`src/rtl/step_clk_pkg.sv`:
```
`default_nettype none
// ============================================================================
//  Module   : step_clk_pkg
//  Brief    : Shared defaults and FSM state encoding for the step-clock
//             generator (step_clk_chan / step_clk_gen).
//  Revision : 1.0 - initial release
// ============================================================================
package step_clk_pkg;

    // Default divisor/counter width: half-period in clk cycles
    localparam int CNT_W_DEF  = 21;
    // Default pulse-count width (only meaningful with STEP_CLK_PCNT_EN)
    localparam int PCNT_W_DEF = 16;
    // Default number of channels
    localparam int NUM_CH_DEF = 2;

    // Per-channel run state
    typedef enum logic {
        ST_IDLE = 1'b0,
        ST_RUN  = 1'b1
    } step_state_e;

endpackage
`default_nettype wire

```
`src/rtl/step_clk_chan.sv`:
```
`default_nettype none
// ============================================================================
//  Module   : step_clk_chan
//  Brief    : One step-clock channel. 50% duty square wave with a half-period
//             of div_act cycles, a 1-cycle tick per rising edge, divisor
//             updates only at half-period boundaries and stop handling that
//             never truncates a high phase.
//             Optional feature macro: STEP_CLK_PCNT_EN (pulse counter + done).
//  Revision : 1.0 - initial release
// ============================================================================
module step_clk_chan
    import step_clk_pkg::*;
#(
    parameter int CNT_W  = CNT_W_DEF,
    parameter int PCNT_W = PCNT_W_DEF
) (
    input  logic              clk_i,
    input  logic              rst_ni,
    input  logic              en_i,
    input  logic              load_i,
    input  logic [CNT_W-1:0]  div_in_i,
    input  logic [PCNT_W-1:0] pcnt_target_i,
    output logic              clk_out_o,
    output logic              tick_o,
    output logic              busy_o,
    output logic              done_o
);

    step_state_e       state_q;
    logic [CNT_W-1:0]  count_q;
    logic [CNT_W-1:0]  div_act_q;
    logic [CNT_W-1:0]  shadow_q;
    logic              pending_q;
    logic              clk_out_q;
    logic              tick_q;

    logic [CNT_W-1:0]  div_m1;
    logic              boundary;
    logic [CNT_W-1:0]  next_div;
    logic              pcnt_hit;
    logic              stop_req;
    logic              start_ok;

`ifdef STEP_CLK_PCNT_EN
    logic [PCNT_W-1:0] pcnt_q;
    logic              done_q;
    logic              hold_q;   // set on target reached, cleared once en drops
`endif

    // Boundary detection and divisor selection for the next half-period
    always_comb begin
        div_m1   = div_act_q - CNT_W'(1);
        // >= so that a divisor that shrank cannot make the counter run past it
        boundary = (count_q >= div_m1);
        // A load coinciding with a boundary takes effect at that boundary
        if (load_i) begin
            next_div = div_in_i;
        end else if (pending_q) begin
            next_div = shadow_q;
        end else begin
            next_div = div_act_q;
        end
    end

`ifdef STEP_CLK_PCNT_EN
    // Pulse target reached (target 0 means run without limit)
    always_comb begin
        pcnt_hit = (pcnt_target_i != '0) && (pcnt_q == pcnt_target_i);
        stop_req = !en_i || pcnt_hit;
        start_ok = en_i && (div_act_q != '0) && !hold_q;
    end
`else
    // Without the pulse counter the en level alone controls running
    logic w_unused_pcnt;
    always_comb begin
        w_unused_pcnt = ^pcnt_target_i;
        pcnt_hit      = 1'b0;
        stop_req      = !en_i;
        start_ok      = en_i && (div_act_q != '0);
    end
`endif

    // Channel FSM: counter, divisor shadowing, output wave and tick
    always_ff @(posedge clk_i or negedge rst_ni) begin
        if (!rst_ni) begin
            state_q   <= ST_IDLE;
            count_q   <= '0;
            div_act_q <= '0;
            shadow_q  <= '0;
            pending_q <= 1'b0;
            clk_out_q <= 1'b0;
            tick_q    <= 1'b0;
`ifdef STEP_CLK_PCNT_EN
            pcnt_q    <= '0;
            done_q    <= 1'b0;
            hold_q    <= 1'b0;
`endif
        end else begin
            tick_q <= 1'b0;
            if (load_i) begin
                shadow_q <= div_in_i;
            end
            case (state_q)
                ST_IDLE: begin
                    count_q   <= '0;
                    clk_out_q <= 1'b0;
                    // While idle a divisor takes effect directly
                    if (load_i) begin
                        div_act_q <= div_in_i;
                        pending_q <= 1'b0;
                    end else if (pending_q) begin
                        div_act_q <= shadow_q;
                        pending_q <= 1'b0;
                    end
`ifdef STEP_CLK_PCNT_EN
                    if (!en_i) begin
                        hold_q <= 1'b0;
                    end
`endif
                    if (start_ok) begin
                        state_q <= ST_RUN;
`ifdef STEP_CLK_PCNT_EN
                        pcnt_q  <= '0;
                        done_q  <= 1'b0;
`endif
                    end
                end
                ST_RUN: begin
                    if (load_i) begin
                        pending_q <= 1'b1;
                    end
                    if (stop_req && !clk_out_q) begin
                        // Low phase may be cut short: no pulse is emitted
                        state_q <= ST_IDLE;
                        count_q <= '0;
`ifdef STEP_CLK_PCNT_EN
                        if (pcnt_hit) begin
                            done_q <= 1'b1;
                            hold_q <= 1'b1;
                        end
`endif
                    end else if (boundary) begin
                        count_q   <= '0;
                        div_act_q <= next_div;
                        pending_q <= 1'b0;
                        if (stop_req || (next_div == '0)) begin
                            // High phase has just completed (or we are low):
                            // end low and go idle
                            clk_out_q <= 1'b0;
                            state_q   <= ST_IDLE;
`ifdef STEP_CLK_PCNT_EN
                            if (pcnt_hit) begin
                                done_q <= 1'b1;
                                hold_q <= 1'b1;
                            end
`endif
                        end else begin
                            clk_out_q <= !clk_out_q;
                            if (!clk_out_q) begin
                                tick_q <= 1'b1;
`ifdef STEP_CLK_PCNT_EN
                                pcnt_q <= pcnt_q + PCNT_W'(1);
`endif
                            end
                        end
                    end else begin
                        count_q <= count_q + CNT_W'(1);
                    end
                end
                default: begin
                    state_q <= ST_IDLE;
                end
            endcase
        end
    end

    assign clk_out_o = clk_out_q;
    assign tick_o    = tick_q;
    assign busy_o    = (state_q == ST_RUN) || clk_out_q;
`ifdef STEP_CLK_PCNT_EN
    assign done_o    = done_q;
`else
    assign done_o    = 1'b0;
`endif

endmodule
`default_nettype wire

```
`src/rtl/step_clk_gen.sv`:
```
`default_nettype none
// ============================================================================
//  Module   : step_clk_gen
//  Brief    : Multi-channel programmable step-clock generator, one
//             independent step_clk_chan per motor axis; slices the flattened
//             divisor and pulse-target buses per channel.
//             Optional feature macro: STEP_CLK_PCNT_EN (pulse counter + done).
//  Revision : 1.0 - initial release
// ============================================================================
module step_clk_gen
    import step_clk_pkg::*;
#(
    parameter int CNT_W  = CNT_W_DEF,
    parameter int NUM_CH = NUM_CH_DEF,
    parameter int PCNT_W = PCNT_W_DEF
) (
    input  logic                     clk_i,
    input  logic                     rst_ni,
    input  logic [NUM_CH-1:0]        en_i,
    input  logic [NUM_CH-1:0]        load_i,
    input  logic [NUM_CH*CNT_W-1:0]  div_in_i,
    input  logic [NUM_CH*PCNT_W-1:0] pcnt_target_i,
    output logic [NUM_CH-1:0]        clk_out_o,
    output logic [NUM_CH-1:0]        tick_o,
    output logic [NUM_CH-1:0]        busy_o,
    output logic [NUM_CH-1:0]        done_o
);

    // One fully independent channel per axis
    for (genvar gi = 0; gi < NUM_CH; gi++) begin : g_ch
        step_clk_chan #(
            .CNT_W  (CNT_W),
            .PCNT_W (PCNT_W)
        ) u_chan (
            .clk_i         (clk_i),
            .rst_ni        (rst_ni),
            .en_i          (en_i[gi]),
            .load_i        (load_i[gi]),
            .div_in_i      (div_in_i[gi*CNT_W +: CNT_W]),
            .pcnt_target_i (pcnt_target_i[gi*PCNT_W +: PCNT_W]),
            .clk_out_o     (clk_out_o[gi]),
            .tick_o        (tick_o[gi]),
            .busy_o        (busy_o[gi]),
            .done_o        (done_o[gi])
        );
    end

endmodule
`default_nettype wire

```
`config.mk`:
```
export PLATFORM = sky130hd
export DESIGN_NAME = step_clk_gen
export DESIGN_NICKNAME = d
export VERILOG_FILES = /design/src/rtl/step_clk_pkg.sv /design/src/rtl/step_clk_chan.sv /design/src/rtl/step_clk_gen.sv
export SDC_FILE = /design/constraint.sdc
export NUM_CORES = 1
export LEC_CHECK = 0
export ABC_AREA = 1
export BUFFER_PORTS_ARGS = -buffer_cell sky130_fd_sc_hd__buf_2
export CORE_MARGIN = 2
export CORE_UTILIZATION = 33
export CTS_CLUSTER_SIZE = 20
export DETAILED_ROUTE_END_ITERATION = 12
export SLEW_MARGIN = 40
export SYNTH_ARGS = -nofsm -noshare
export SYNTH_HDL_FRONTEND = slang
export SYNTH_SLANG_ARGS = --single-unit
```
`constraint.sdc`:
```
create_clock -name clk_i -period 3.3 [get_ports clk_i]
set_input_delay 0.165 -clock clk_i [delete_from_list [all_inputs] [get_ports clk_i]]
set_output_delay 0.165 -clock clk_i [all_outputs]
set_load 0.01 [all_outputs]
```
==> metrics.md <==
| Metric | Value |
|---|---|
| Status | finished, final reports clean |
| Worst-Skew Late Latency | 440 ps |
| Mapped Cells | 1199 |
| Leak | 5.46 nW |
| CTS tree | built |
| Post-synth EDFFs | 0 |
| Overall die area | 28800 um^2 |
| Multiplexer share of the synthesized area | 0% |
| Share of cells above drive strength 1 | 16.2% |
| Rel. slew slack | 53.2% |
| GR Overflow Total | 0 |
| Int Pwr | 3.99 mW |
| Remaining DRCs | 0 |
| Unique masters post-synth | 48 |
| Dpl cells | 1561 |
| Logic pwr share | 37.8% |
| Routed wire length per instance | 12.9 um |
| CTS sink count | 134 |
| Pwr dens | 639 nW/um^2 |
| Die H | 170 um |
| Final Worst Setup Slack | 214 ps |
| Post-synthesis cell area | 9050 um^2 |
| Required @ worst endpoint | 3620 ps |
| Synth warn | 0 |
| Crit end category | register |
| Setup tns final | 0 ps |
| Max Slew Vio Count | 0 |
| Hold Crit Class | in2reg |
| Worst vdd ir | 256 uV |
| Clock Tree Buf Depth | 2 |
| Post-synthesis compound-gate area fraction | 4.04% |
| Final period utilization | 93.5% |
| Vias in the first global route | 7352 |
| Achievable frequency | 324 MHz |
| Post-Layout Cell Count | 1646 |
| Final Cell Area | 10800 um^2 |
| Area after DPL | 9580 um^2 |
| Async set-reset flop share out of synthesis | 100% |
| CTS H-tree depth | 4 |
| Post-Synth Simple-Gate Area | 39.2% |
| Detail Placement HPWL | 14400 um |
| Drt total wl | 21200 um |
| Via count | 7603 |
| Switching Share | 42.1% |
| DR iter-0 viols | 349 |
| Max-Cap Viols | 0 |
| Net Sw Power | 2.90 mW |
| First-pass GRT wire length | 35200 um |
| Setup violators final | 0 |
| Adder-cell area share of the yosys netlist | 6.36% |
| # IOs | 88 |
| Top_reg_cell synth | dfrtp_1 |
| R2R Path Start | g_ch[1].u_chan.div_act_q[3] |
| Xor and xnor fraction of the mapped netlist area | 6.48% |
| Rows | 60 |
| Avg Vias per Cell | 4.62 |
| Util after Layout | 40.0% |
| Synth Area per Inst | 7.55 um^2 |
| Critical hold path startpoint | en_i[1] |
| ANT nets after route | 0 |
| RSZ-0062 raised after global routing | false |
| Final Critical Period | 3090 ps |
| Final Hold Fails | 0 |
| Final nets | 1418 |
| Initial Utilization | 33.6% |
| Pre-CTS WS | 98.9 ps |
| Layout area overhead | 19.0% |
| Worst Path Arrival | 3410 ps |
| Crit path max fanout | 10 |
| Core area | 27000 um^2 |
| Drt pass-1 iters | 5 |
| Initial antenna violation count | 0 |
| Power share of the sequential group | 34.4% |
| Antenna Cells | 0 |
| Clock group share of total power | 27.8% |
| Worst Hold Margin | 73.4 ps |
| Die width | 170 um |
| Gpl congestion | 0.786 |
| CTS Buf Count | 17 |
| #FFs+latches synth | 134 |
| Slew @ Worst Pin | 701 ps |
| Critical path launch point type | register |
| GRT Overall Usage | 15.0% |
| Most common cell after layout, fill and taps aside | nand2_1 |
| Hold path depth | 3 |
| Largest net degree at the start of global routing | 83 |
| Port bufs | 53 |
| Most frequent cells in the layout | nand2_1, dfrtp_1, nor2_1, inv_1, nand3_1 |
| Largest family of logic cells by synthesized area | simple AND/OR/NAND/NOR gates |
| CP Class | reg2reg |
| Total power draw | 6.89 mW |
| R2R depth | 16 |
| Worst r2r dst | g_ch[1].u_chan.div_act_q[11] |
| Clk root buf | clkbuf_16 |
| R2r setup slk | 210 ps |
| Sequential share of the synthesized area | 37.0% |
| Clk slew on worst S/H paths | 80 ps |
| Hold endpoint | g_ch[1].u_chan.state_q |
| Layout Skew | 17.2 ps |
==> routing by layer <==
| layer | global-route usage (%) | routed length, um | up-vias |
|---|---|---|---|
| li1 | - | - | 3964 |
| met1 | 19.0 | 9830 | 3506 |
| met2 | 26.2 | 10500 | 115 |
| met3 | 2.45 | 610 | 18 |
| met4 | 4.76 | 231 | 0 |
| met5 | 0 | 0 | - |
==> state kept, by name, summed over array words and instances, names as in the netlist <==
name / count
g_ch.u_chan.clk_out_o: 2
g_ch.u_chan.state_q: 2
g_ch.u_chan.pending_q: 2
g_ch.u_chan.tick_o: 2
g_ch.u_chan.count_q: 42
g_ch.u_chan.shadow_q: 42
g_ch.u_chan.div_act_q: 42
==> power by group through the flow <==
stage	Combinational, mW	Clock [mW]	Sequential [mW]
global route	2.99	2.03	2.42
detailed placement	2.48	0	2.39
global placement	2.42	0	2.38
floorplan	2.05	0	2.26
CTS	2.53	1.96	2.36
finish	2.61	1.91	2.37
==> kinds of logic (layout without fill, tap and decap cells) <==
logic type,count (synthesis),after routing
flip-flops,134,134
AO/OA/AOI/OAI,61,61
other,1,2
XOR/XNOR,67,67
AND/OR/NAND/NOR,764,765
adder cells (fa/ha/maj),46,46
buffers and inverters,126,230
==> synthesized netlist by cell type (all sizes together), types with 3 or more instances <==
cell type	count	area [um^2]
nand2	495	2000
nor2	137	679
dfrtp	134	3350
inv	82	310
nand3	78	430
xor2	51	447
ha	46	576
buf	31	263
o21ai	23	115
a21oi	21	120
nand4	18	158
xnor2	16	140
nor3	15	101
clkbuf	13	48.8
nand3b	10	75.1
a21boi	8	60.1
or2	5	31.3
nor4	3	33.8
==> worst max-delay path by stage <==
stage                                           start                            to  slack [ps]  cells past startpoint
after floorplan           g_ch[0].u_chan.div_act_q[0]        g_ch[0].u_chan.state_q         530                     20
after global placement    g_ch[1].u_chan.div_act_q[0]        g_ch[1].u_chan.state_q         170                     18
after detailed placement  g_ch[1].u_chan.div_act_q[2]     g_ch[1].u_chan.count_q[4]         100                     17
after CTS                 g_ch[1].u_chan.div_act_q[2]        g_ch[1].u_chan.state_q          70                     17
after global routing      g_ch[1].u_chan.div_act_q[1]  g_ch[1].u_chan.div_act_q[15]           2                     19
final                     g_ch[1].u_chan.div_act_q[3]  g_ch[1].u_chan.div_act_q[11]         210                     16
==> final cells by class <==
cell class	instances	area [um^2]
clock buffers	17	425
repair buffers	116	963
inverters	82	310
multi-input cells	941	5140
fillers	2721	16200
clock inverters	15	155
well taps	341	427
flip-flops and latches	134	3360
==> repair_timing <==
action	CTS	global route
resized for setup	0	14
hold buffers	44	0
setup buffers	0	6
endpoints found under the hold margin	95	0
endpoints found under the setup margin	0	84
==> worst max-delay path: stages, from the launching register on <==
cell     delay (ps)
dfrtp_1         440
or2_1           290
or2_1           300
nor4_4          180
nand3_1         160
xor2_1          170
ha_1            310
nand2_1          90
nor2_4          140
nand2_2          80
inv_1            70
nand2_2         110
nand4_4         170
buf_4           170
nand2_8         140
nand2_4         100
nand2_2          40
No activity file was read; power rests on OpenSTA's default activity.
